[src/rtl/bin_to_bcd_seq.sv]
// Sequential binary-to-BCD converter (shift-and-add-3), one result bit per SHIFT cycle.
// valid pulses WIDTH+1 cycles after start is accepted; start is ignored while busy.
module bin_to_bcd_seq #(
  parameter int WIDTH  = 32,
  parameter int DIGITS = 10
) (
  input  logic                  clock,
  input  logic                  resetn,
  input  logic                  start,
  input  logic                  signed_mode,
  input  logic [WIDTH-1:0]      binary,
  output logic [4*DIGITS-1:0]   bcd,
  output logic                  negative,
  output logic                  overflow,
  output logic                  busy,
  output logic                  valid
);

  localparam int CW = $clog2(WIDTH + 1);

  typedef enum logic [1:0] {
    IDLE  = 2'd0,
    SHIFT = 2'd1,
    DONE  = 2'd2
  } state_t;

  state_t                state_q;
  logic [4*DIGITS-1:0]   dig_q;
  logic [WIDTH-1:0]      mag_q;
  logic [CW-1:0]         cnt_q;
  logic                  carry_q;
  logic                  sign_q;

  logic [4*DIGITS-1:0]   bcd_q;
  logic                  negative_q;
  logic                  overflow_q;
  logic                  busy_q;
  logic                  valid_q;

  logic [4*DIGITS-1:0]   dig_corr;
  logic [4*DIGITS-1:0]   dig_d;
  logic [WIDTH-1:0]      mag_d;
  logic [WIDTH-1:0]      mag_load_d;
  logic                  carry_out;
  logic                  sign_load_d;

  // Add-3 correction so that the following doubling carries correctly into the next digit.
  always_comb begin
    dig_corr = dig_q;
    for (int k = 0; k < DIGITS; k++) begin
      if (dig_q[4*k +: 4] >= 4'd5) begin
        dig_corr[4*k +: 4] = dig_q[4*k +: 4] + 4'd3;
      end
    end
  end

  // Bit leaving the top digit carries weight 10^DIGITS, hence it marks overflow.
  assign {carry_out, dig_d, mag_d} = {dig_corr, mag_q, 1'b0};

  assign sign_load_d = signed_mode & binary[WIDTH-1];
  assign mag_load_d  = sign_load_d ? (~binary + WIDTH'(1)) : binary;

  always_ff @(posedge clock) begin
    if (!resetn) begin
      state_q    <= IDLE;
      dig_q      <= '0;
      mag_q      <= '0;
      cnt_q      <= '0;
      carry_q    <= 1'b0;
      sign_q     <= 1'b0;
      bcd_q      <= '0;
      negative_q <= 1'b0;
      overflow_q <= 1'b0;
      busy_q     <= 1'b0;
      valid_q    <= 1'b0;
    end else begin
      valid_q <= 1'b0;
      case (state_q)
        IDLE: begin
          if (start) begin
            state_q <= SHIFT;
            mag_q   <= mag_load_d;
            dig_q   <= '0;
            cnt_q   <= CW'(WIDTH);
            carry_q <= 1'b0;
            sign_q  <= sign_load_d;
            busy_q  <= 1'b1;
          end
        end
        SHIFT: begin
          dig_q <= dig_d;
          mag_q <= mag_d;
          cnt_q <= cnt_q - CW'(1);
          if (carry_out) begin
            carry_q <= 1'b1;
          end
          // Results are registered on the last shift so they appear exactly in DONE.
          if (cnt_q == CW'(1)) begin
            state_q    <= DONE;
            bcd_q      <= dig_d;
            negative_q <= sign_q;
            overflow_q <= carry_q | carry_out;
            valid_q    <= 1'b1;
          end
        end
        DONE: begin
          state_q <= IDLE;
          busy_q  <= 1'b0;
        end
        default: begin
          state_q <= IDLE;
          busy_q  <= 1'b0;
        end
      endcase
    end
  end

  assign bcd      = bcd_q;
  assign negative = negative_q;
  assign overflow = overflow_q;
  assign busy     = busy_q;
  assign valid    = valid_q;

endmodule

[config.mk]
export PLATFORM = sky130hd
export DESIGN_NAME = bin_to_bcd_seq
export DESIGN_NICKNAME = d
export VERILOG_FILES = /design/src/rtl/bin_to_bcd_seq.sv
export SDC_FILE = /design/constraint.sdc
export NUM_CORES = 1
export LEC_CHECK = 0
export CORE_UTILIZATION = 56
export CTS_CLUSTER_DIAMETER = 30
export DETAILED_ROUTE_END_ITERATION = 16
export PLACE_DENSITY = 0.81
export SYNTH_ARGS = -nofsm -noshare
export SYNTH_HDL_FRONTEND = slang
export SYNTH_SLANG_ARGS = --single-unit
export TNS_END_PERCENT = 50
[constraint.sdc]
create_clock -name clock -period 2.7 [get_ports clock]
set_clock_uncertainty 0.05 [all_clocks]
set_input_delay 0.27 -clock clock [delete_from_list [all_inputs] [get_ports clock]]
set_output_delay 0.27 -clock clock [all_outputs]
set_load 0.1 [all_outputs]
==> impl_results.md, run 1 <==
* Status: finished clean
* Vertical die dimension at 107 um
* Total via count in the routed design at 5899
* Ant. Diodes at 0
* Capture point of the worst reg-to-reg path: cnt_q[4]
* Actual slew at the worst max-slew pin at 520 ps
* Deepest level of the CTS H-tree at 4
* M1 wire length at 6710 um
* Highest routed metal layer: met4
* Portion of netlist area occupied by mux cells at 1.93%
* Rel. slew slack at 65.2%
* # hold bufs at CTS at 0
* Antenna viol nets, final at 0
* Placeable Area at ~11000 um2
* Fin Hold WS at 380 ps
* Total standard cell area after synthesis at 6220 um2
* Required @ worst endpoint at just over 3000 ps
* Share of synthesized cell area in full adder, half adder and majority cells at 4.62%
* DPL Wire Length at around 11000 um
* Clock transition at the registers of the reported paths at roughly 60 ps
* Startpoint of the worst register-to-register path: state_q[0]
* First drt pass iteration count at 5
* NetSw at 1.25 mW
* Initial antenna violation count at 0
* Site row count at 38
* Number of ports placed on the die boundary at 80
* Highest attainable clock frequency at 486 MHz
* Share of post-route cells with drive strength above 1 at 12.5%
* Average size of a mapped cell at 8.14 um2
* WL final at 15600 um
* Count of placed standard cells in the final layout, fillers left out at 991
* X dimension of the die at 107 um
* Peak VDD IR at between 400 and 500 uV
* TritonCTS Sinks at approximately 130
* Post-synthesis sequential area ratio at 40.5%
* Most common cell after layout, fill and taps aside: dfxtp_1
* Total length of routed met3 wires at approximately 730 um
* Critical hold path startpoint: binary[0]
* Fraction of power consumed by sequential logic at 40.0%
* Clock Power Share at 47.9%
* Leakage at roughly 2.8 nW
* Number of global-route vias before repair at roughly 5600
* Number of nets in the finished design at 897
* Worst hold stages at 3
* Share of Yosys cell area claimed by the top area cell type at 40.5%
* TritonCTS clock tree: done
* Crit path capture type: register
* Switching power as a share of total power at 25.4%
* Placed Instances at 959
* Gate power share at 12.1%
* Fillcell total at 829
* Setup repair after global routing missed its margin: no
* Count of mapped cells out of synthesis at 764
* Final setup violation count at 0
* Port-buffer cells at 79
* Wire length on met2 at 7970 um
* Share of the core filled with cells in the final layout at 71.3%
* Final period utilization at 76.2%
* Endpoint with the worst hold slack: mag_q[0]
* Global Route Usage Sum at 28.0%
* Floorplan die area at 11500 um2
* Worst path arrival time at 2410 ps
* Max Root-Sink Buffers at 2
* Areal power density over the cells at 637 nW/um2
* Largest family of logic cells by synthesized area: compound AO/OA/AOI/OAI gates
* Reg-to-reg setup timing slack at ~690 ps
* DR iter-0 viols at 421
* Synthesized-area fraction occupied by ao, oa, aoi and oai cells at 22.2%
* Hold WC Path Type: primary input to register
* Total congestion overflow after global routing at 0
* Maximum net fanout on the critical path at 5
* Commonest cells after routing, fill and taps aside: dfxtp_1 (126), nor2_1 (92), nand2_1 (72)
* Yosys warning count at 0
* Reg area at 2520 um2
* Number of pins exceeding their max-slew limit in the final report at 0
* XOR/XNOR Fraction of Synth Area at 4.50%
* Clock tree root driver cell: clkbuf_8
* Post-route DRC violation count at 0
* Library cell with the largest summed area after synthesis: dfxtp_1
* Pin count of the biggest net entering global routing at a little under 90
* Number of register bits inferred by synthesis at 126
* Relative area change from synthesis to final layout at 24.3%
* Cell-internal power at 3.68 mW
* Final number of hold-violating endpoints at 0
* Drt wl/cell at ~16 um
* Via density at 5.95
* Min Tclk post-route at 2060 ps
* Count of cell types in the netlist at 49
* Total negative slack for setup checks at 0 ps
* Global-route wire length before repair at ~26000 um
* Post-CTS Resized at 0
* Routability congestion estimate from global placement at 0.947
* Number of buffers inserted during clock tree synthesis at 17
* Starting density of the core at 57.4%
* Kind of critical path: primary input to register
* Most area-consuming cells after synthesis: dfxtp_1 (41%), a22oi_1 (6.2%), nor2_1 (5.5%)
* Post-CTS Setup Repair Bufs at 0
* Worst Reg-to-Reg Cells at 5
* Clock insertion delay at the later pin of the skew report at 530 ps
* Net count of the mapped netlist at 823
* Kind of launch point of the worst setup path: primary input
* Footprint of the multi-input gates at 3440 um2
* Max-cap violations at 0
* Area fraction in and, or, nand and nor cells after synthesis at 21.8%
[layout make-up]
class / instances / share of cell area, %
clock buffers: 20 / 5.76
clock inverters: 12 / 2.15
inverters: 26 / 1.28
multi-input cells: 565 / 44.6
flip-flops and latches: 126 / 32.6
well taps: 140 / 2.27
repair buffers: 102 / 11.4
[per-stage QoR]
step	instance area, um2	power, mW	setup slack (ps)
after floorplan	6220	2.38	605
after CTS	7730	4.95	654
final	7730	4.93	644
after detailed placement	7120	2.60	99.2
after global placement	7120	2.58	114
after global routing	7730	5.10	532
[registers in the layout, summed over array words and instances, names as in the netlist]
signal	count
carry_q	1
busy	1
bcd	40
negative	1
overflow	1
sign_q	1
state_q	2
mag_q	32
valid	1
cnt_q	6
dig_q	40
[critical path, cell delays in order]
cell	delay, ps
clkdlybuf4s50_1	410
or4_4	580
or4_4	530
o41ai_2	350
xor2_1	170
o22ai_1	90
[worst max-delay path by stage]
| stage | cells after the start | end | start | slack [ps] |
|---|---|---|---|---|
| 2_1_floorplan | 5 | mag_q[28] | binary[18] | 610 |
| 3_3_place_gp | 6 | mag_q[28] | binary[18] | 110 |
| 3_5_place_dp | 6 | mag_q[28] | binary[18] | 100 |
| 4_1_cts | 6 | mag_q[28] | binary[18] | 650 |
| 5_1_grt | 6 | mag_q[31] | binary[18] | 530 |
| 6_report | 6 | mag_q[28] | binary[18] | 640 |
[power groups by stage]
| stage | Clock [mW] | Sequential (mW) | Combinational [mW] |
|---|---|---|---|
| floorplan | 0 | 2.09 | 0.295 |
| finish | 2.36 | 1.97 | 0.594 |
| global route | 2.48 | 1.98 | 0.637 |
| global placement | 0 | 2.01 | 0.574 |
| CTS | 2.39 | 1.97 | 0.589 |
| detailed placement | 0 | 2.01 | 0.586 |
[metal layers]
layer / vias to the layer above / GRT usage, %
met5: - / 0
met4: 0 / 12.4
met3: 23 / 5.27
met2: 175 / 48.4
met1: 2797 / 33.9
li1: 2904 / -
[kinds of logic (layout without fill, tap and decap cells)]
kind of cell / after synthesis / count (layout)
muxes: 12 / 12
xor gates and xnor gates: 32 / 32
and+or+nand+nor: 287 / 287
buffers and inverters: 73 / 160
DFF: 126 / 126
adders and majority gates: 23 / 23
AOI/OAI and AO/OA: 211 / 211
[synthesized netlist by cell type (all sizes together)]
library cell / count
inv: 26
o21ai: 40
o311ai: 1
nand3: 17
nor4: 6
o31ai: 5
ha: 23
or2: 1
a221oi: 3
and3: 1
a22oi: 51
o21a: 2
a31oi: 6
nor3b: 11
nand4: 2
clkbuf: 44
a222oi: 9
o2bb2ai: 1
xor2: 11
nand2: 72
nor3: 44
or3: 5
or4: 6
a41oi: 1
o21bai: 1
o221a: 1
buf: 3
and4: 1
mux2i: 12
a211oi: 11
a22o: 1
a21oi: 53
nor2: 92
nor2b: 1
dfxtp: 126
o31a: 4
a311oi: 1
o22ai: 14
xnor2: 21
or3b: 2
and2: 4
nand2b: 21
o41ai: 6
or4b: 1
Note: power is estimated with default switching activity, not from simulation.
==> run 2: changes to the inputs <==
Clock period 2.7 ns to 2 ns, I/O delays scaled along.
==> run 2 against run 1 <==
  * Die area did not move
  * Wire length rose by 6.4%
  * Utilization rose by 4.5 points
  * Sequential power rose by 35%
  * Clock-buffer cell count fell by 2
  * Total power rose by 40%
  * Combinational power rose by 49%
  * Highest routed layer unchanged
==> impl_results.md, run 2 (synthesized netlist as in run 1, its figures left out) <==
* Share of the core filled with cells in the final layout at 75.8%
* Maximum net fanout on the critical path at 2
* Worst path arrival time at approximately 2300 ps
* Number of global-route vias before repair at 6100
* Kind of critical path: primary input to register
* Peak VDD IR at 695 uV
* Deepest level of the CTS H-tree at 4
* Final number of hold-violating endpoints at 0
* Vertical die dimension at 107 um
* Clock transition at the registers of the reported paths at 60 ps
* Hold WC Path Type: primary input to register
* Global-route wire length before repair at 27800 um
* Number of pins exceeding their max-slew limit in the final report at 0
* Critical path, cell by cell: clkdlybuf4s50_1 -> or4_4 -> or4_4 -> o41ai_4 -> xor2_1 -> o22ai_1
* Via density at 5.97
* Number of nets in the finished design at 948
* Largest stage delay on the critical path at 550 ps
* Areal power density over the cells at 841 nW/um2
* Pin count of the biggest net entering global routing at 52
* Commonest cells after routing, fill and taps aside: dfxtp_1 (126), buf_4 (113), nor2_1 (92)
* Fillcell total at 813
* Status: finished clean
* DR iter-0 viols at roughly 430
* Actual slew at the worst max-slew pin at roughly 480 ps
* Ant. Diodes at 0
* Critical-path cell with the highest stage delay: or4_4
* Port-buffer cells at 79
* # hold bufs at CTS at 0
* TritonCTS clock tree: done
* Critical hold path startpoint: binary[0]
* Setup WS pre-CTS at -595 ps
* Drt wl/cell at 16.0 um
* Cell seen most often among critical-path stages: or4_4
* WL final at 16700 um
* Clock insertion delay at the later pin of the skew report at 540 ps
* Leakage at 3.07 nW
* Initial antenna violation count at 0
* Clock tree root driver cell: clkbuf_8
* Max Root-Sink Buffers at 2
* Required @ worst endpoint at 2370 ps
* Share of post-route cells with drive strength above 1 at roughly 18%
* Antenna viol nets, final at 0
* Rel. slew slack at 67.4%
* Placeable Area at 10800 um2
* Number of ports placed on the die boundary at 80
* Crit path capture type: register
* Max-cap violations at 0
* Worst setup path startpoint: binary[18]
* Startpoint of the worst register-to-register path: cnt_q[5]
* Final period utilization at a little over nine tenths
* X dimension of the die at roughly 110 um
* Site row count at 38
* Number of buffers inserted during clock tree synthesis at 17
* Setup repair after global routing missed its margin: no
* Cell type group with the largest total delay on the critical path: simple AND/OR/NAND/NOR gates
* Min Tclk post-route at 1940 ps
* Highest attainable clock frequency at 515 MHz
* Final setup slack of the worst path at 57.7 ps
* CP Buf/Inv Count at 1
* Most common cell after layout, fill and taps aside: dfxtp_1
* Routability congestion estimate from global placement at 0.907
* Global Route Usage Sum at between 30% and 40%
* Total via count in the routed design at between 6000 and 7000
* First drt pass iteration count at 5
* Starting density of the core at 57.4%
* Final setup violation count at 0
* DPL Wire Length at 11400 um
* Relative area change from synthesis to final layout at 32.0%
* TritonCTS Sinks at 126
* Floorplan die area at about 12000 um2
* Total congestion overflow after global routing at 0
* Post-route DRC violation count at 0
* Kind of launch point of the worst setup path: primary input
[run 2: layer usage]
layer  up-vias  routed length [um]  global-route usage, %
met2       178                8740                   56.3
li1       3006                   -                      -
met3        35                 790                   5.99
met1      3002                6810                   33.8
met5         -                   0                      0
met4         0                 310                   13.5
[run 2: area by class of cell]
class                      count  area, um2  area share [%]
clock inverter                14        214            2.60
clock buffer                  18        428            5.21
tap                          140        175            2.13
multi-input combinational    565       3480            42.3
inverter                      26       98.8            1.20
sequential                   126       2520            30.7
timing repair buffer         153       1300            15.8
[run 2: repair_timing]
action                                  in CTS  in global routing
pin swaps                                    4                  2
endpoints found under the setup margin       1                  4
gates resized for setup                      1                  3
setup buffers                                1                  0
[run 2: worst paths after layout]
| kind | endpoint | slack (ps) | cells after the start |
|---|---|---|---|
| max | mag_q[28] | 60 | 6 |
| min | mag_q[0] | 340 | 4 |
| max reg2reg | bcd[15] | 250 | 6 |
| min reg2reg | bcd[9] | 400 | 2 |
[run 2: through the flow]
step | hold slack [ps] | instances | instance area, um2 | TNS, ps | power, mW
2_1_floorplan | 267 | 764 | 6220 | -25.0 | 3.22
3_3_place_gp | 392 | 1009 | 7530 | -5830 | 3.55
3_5_place_dp | 397 | 1009 | 7530 | -6560 | 3.58
4_1_cts | 327 | 1042 | 8190 | 0 | 6.92
5_1_grt | 361 | 1042 | 8220 | 0 | 7.12
6_report | 339 | 1042 | 8220 | 0 | 6.91
[run 2: worst reg2reg max path, cell delays in order (launching register included)]
cell and delay [ps]:
dfxtp_1 340, nor4_2 300, and2_1 180, nand2_1 70, buf_4 240, a211oi_1 360
nor3_1 80
[run 2: where the power goes]
group / switching, mW / internal [mW] / leakage (nW) / total (mW)
clock: 1.17 / 2.19 / 0.313 / 3.36
sequential: 0.0634 / 2.60 / 1.02 / 2.66
combinational: 0.537 / 0.349 / 1.74 / 0.886
==> run 3: changes to the inputs <==
Settings changed: SETUP_SLACK_MARGIN set to 0.05.
==> run 3 against run 2 <==
  * Global-route usage unchanged
  * Cell area about the same
  * Highest routed layer unchanged
  * Wire length increased by 0.23%
  * Non-clock buffer count unchanged
  * Register-to-register slack got worse by 30 ps
==> impl_results.md, run 3 (synthesized netlist as in run 1, its figures left out) <==
* Status: finished clean
* TritonCTS clock tree: done
* Number of ports placed on the die boundary at 80
* Most common cell after layout, fill and taps aside: dfxtp_1
* Max-cap violations at 0
* Final period utilization at a little over nine tenths
* Initial antenna violation count at 0
* Worst path arrival time at ~2300 ps
* Ant. Diodes at 0
* Vertical die dimension at 107 um
* Largest stage delay on the critical path at about 550 ps
* Routability congestion estimate from global placement at 0.907
* Crit path capture type: register
* Min Tclk post-route at 1950 ps
* Number of pins exceeding their max-slew limit in the final report at 0
* Floorplan die area at around 12000 um2
* Relative area change from synthesis to final layout at 32.1%
* Leakage at 3.07 nW
* Peak VDD IR at 697 uV
* Post-route DRC violation count at 0
* Hold WC Path Type: primary input to register
* Setup repair after global routing missed its margin: yes
* Share of post-route cells with drive strength above 1 at 17.8%
* Final number of hold-violating endpoints at 0
* Site row count at 38
* Number of nets in the finished design at 948
* Commonest cells after routing, fill and taps aside: dfxtp_1 (126), buf_4 (113), nor2_1 (92)
* Final setup violation count at 0
* First drt pass iteration count at 5
* Port-buffer cells at 79
* Fillcell total at 811
* Required @ worst endpoint at approximately 2400 ps
* Critical path, cell by cell: clkdlybuf4s50_1 -> or4_4 -> or4_4 -> o41ai_4 -> xor2_1 -> o22ai_1
* Global Route Usage Sum at between 30% and 40%
* Reg-to-reg setup timing slack at approximately 220 ps
* WL final at approximately 17000 um
* DPL Wire Length at 11400 um
* Clock tree root driver cell: clkbuf_8
* Pin count of the biggest net entering global routing at 52
* Number of global-route vias before repair at 6100
* Via density at about 6.0
* CP Buf/Inv Count at 1
* Total negative slack for setup checks at 0 ps
* Global-route wire length before repair at approximately 28000 um
* Critical-path cell with the highest stage delay: or4_4
* Drt wl/cell at 16.0 um
* Max Root-Sink Buffers at 2
* Cell seen most often among critical-path stages: or4_4
* Clock insertion delay at the later pin of the skew report at 540 ps
* Areal power density over the cells at 840 nW/um2
* Actual slew at the worst max-slew pin at 491 ps
* Antenna viol nets, final at 0
* Maximum net fanout on the critical path at 2
* Starting density of the core at 57.4%
* Clock transition at the registers of the reported paths at 60 ps
* Share of the core filled with cells in the final layout at 75.8%
* Kind of launch point of the worst setup path: primary input
* TritonCTS Sinks at 126
* Rel. slew slack at between 60% and 70%
* Number of buffers inserted during clock tree synthesis at 17
* Kind of critical path: primary input to register
* Total congestion overflow after global routing at 0
* Total via count in the routed design at 6262
* DR iter-0 viols at 469
* Deepest level of the CTS H-tree at 4
* X dimension of the die at 107 um
* Placeable Area at ~11000 um2
* Highest attainable clock frequency at 513 MHz
* Cell type group with the largest total delay on the critical path: simple AND/OR/NAND/NOR gates
[run 3: changes by cell type in the layout (fill, tap and decap cells not counted)]
cell     delta
nor3b_2     +1
nor3b_1     -1
[run 3: final timing paths]
kind                                 start         to  cells after the start
worst max-delay path            binary[18]  mag_q[28]                      6
worst min-delay path             binary[0]   mag_q[0]                      4
worst max register to register    cnt_q[5]    bcd[15]                      6
worst min register to register      bcd[9]     bcd[9]                      2
[run 3: per-layer routing]
metal  up-vias  share of wire, %  global-route usage, %
met5         -                 0                      0
met4         0               2.1                   13.5
met3        39               5.2                   5.99
met2       202                52                   56.3
met1      3016                40                   33.8
li1       3005                 -                      -
[run 3: area by class of cell]
cell class	instances	area, um2	area share [%]
clock buffers	18	428	5.21
clock inverters	14	214	2.60
inverters	26	98.8	1.20
multi-input cells	565	3480	42.4
flip-flops and latches	126	2520	30.7
well taps	140	175	2.13
repair buffers	153	1300	15.8
[run 3: report_power, final]
part	leakage, nW	internal (mW)	switching [mW]
logic	1.74	0.349	0.536
registers	1.02	2.60	0.0640
clock network	0.313	2.19	1.17
[run 3: worst reg2reg max path: stages, from the launching register on]
cell	delay, ps
dfxtp_1	340
nor4_2	300
and2_1	180
nand2_1	70
buf_4	240
a211oi_1	380
nor3_1	80
[run 3: timing repair]
action	CTS	global route
endpoints found under the setup margin	1	9
hold buffers	0	0
gates resized for setup	1	4
pin swaps	4	2
buffers inserted	1	0
[run 3: through the flow]
stage	area [um2]	power (mW)	hold WS, ps	worst slack [ps]	instances
finish	8220	6.90	347	50.9	1042
global route	8220	7.12	361	4.37	1042
CTS	8190	6.92	327	27.6	1042
detailed placement	7530	3.58	397	-595	1009
global placement	7530	3.55	392	-503	1009
floorplan	6220	3.22	267	-25.0	764
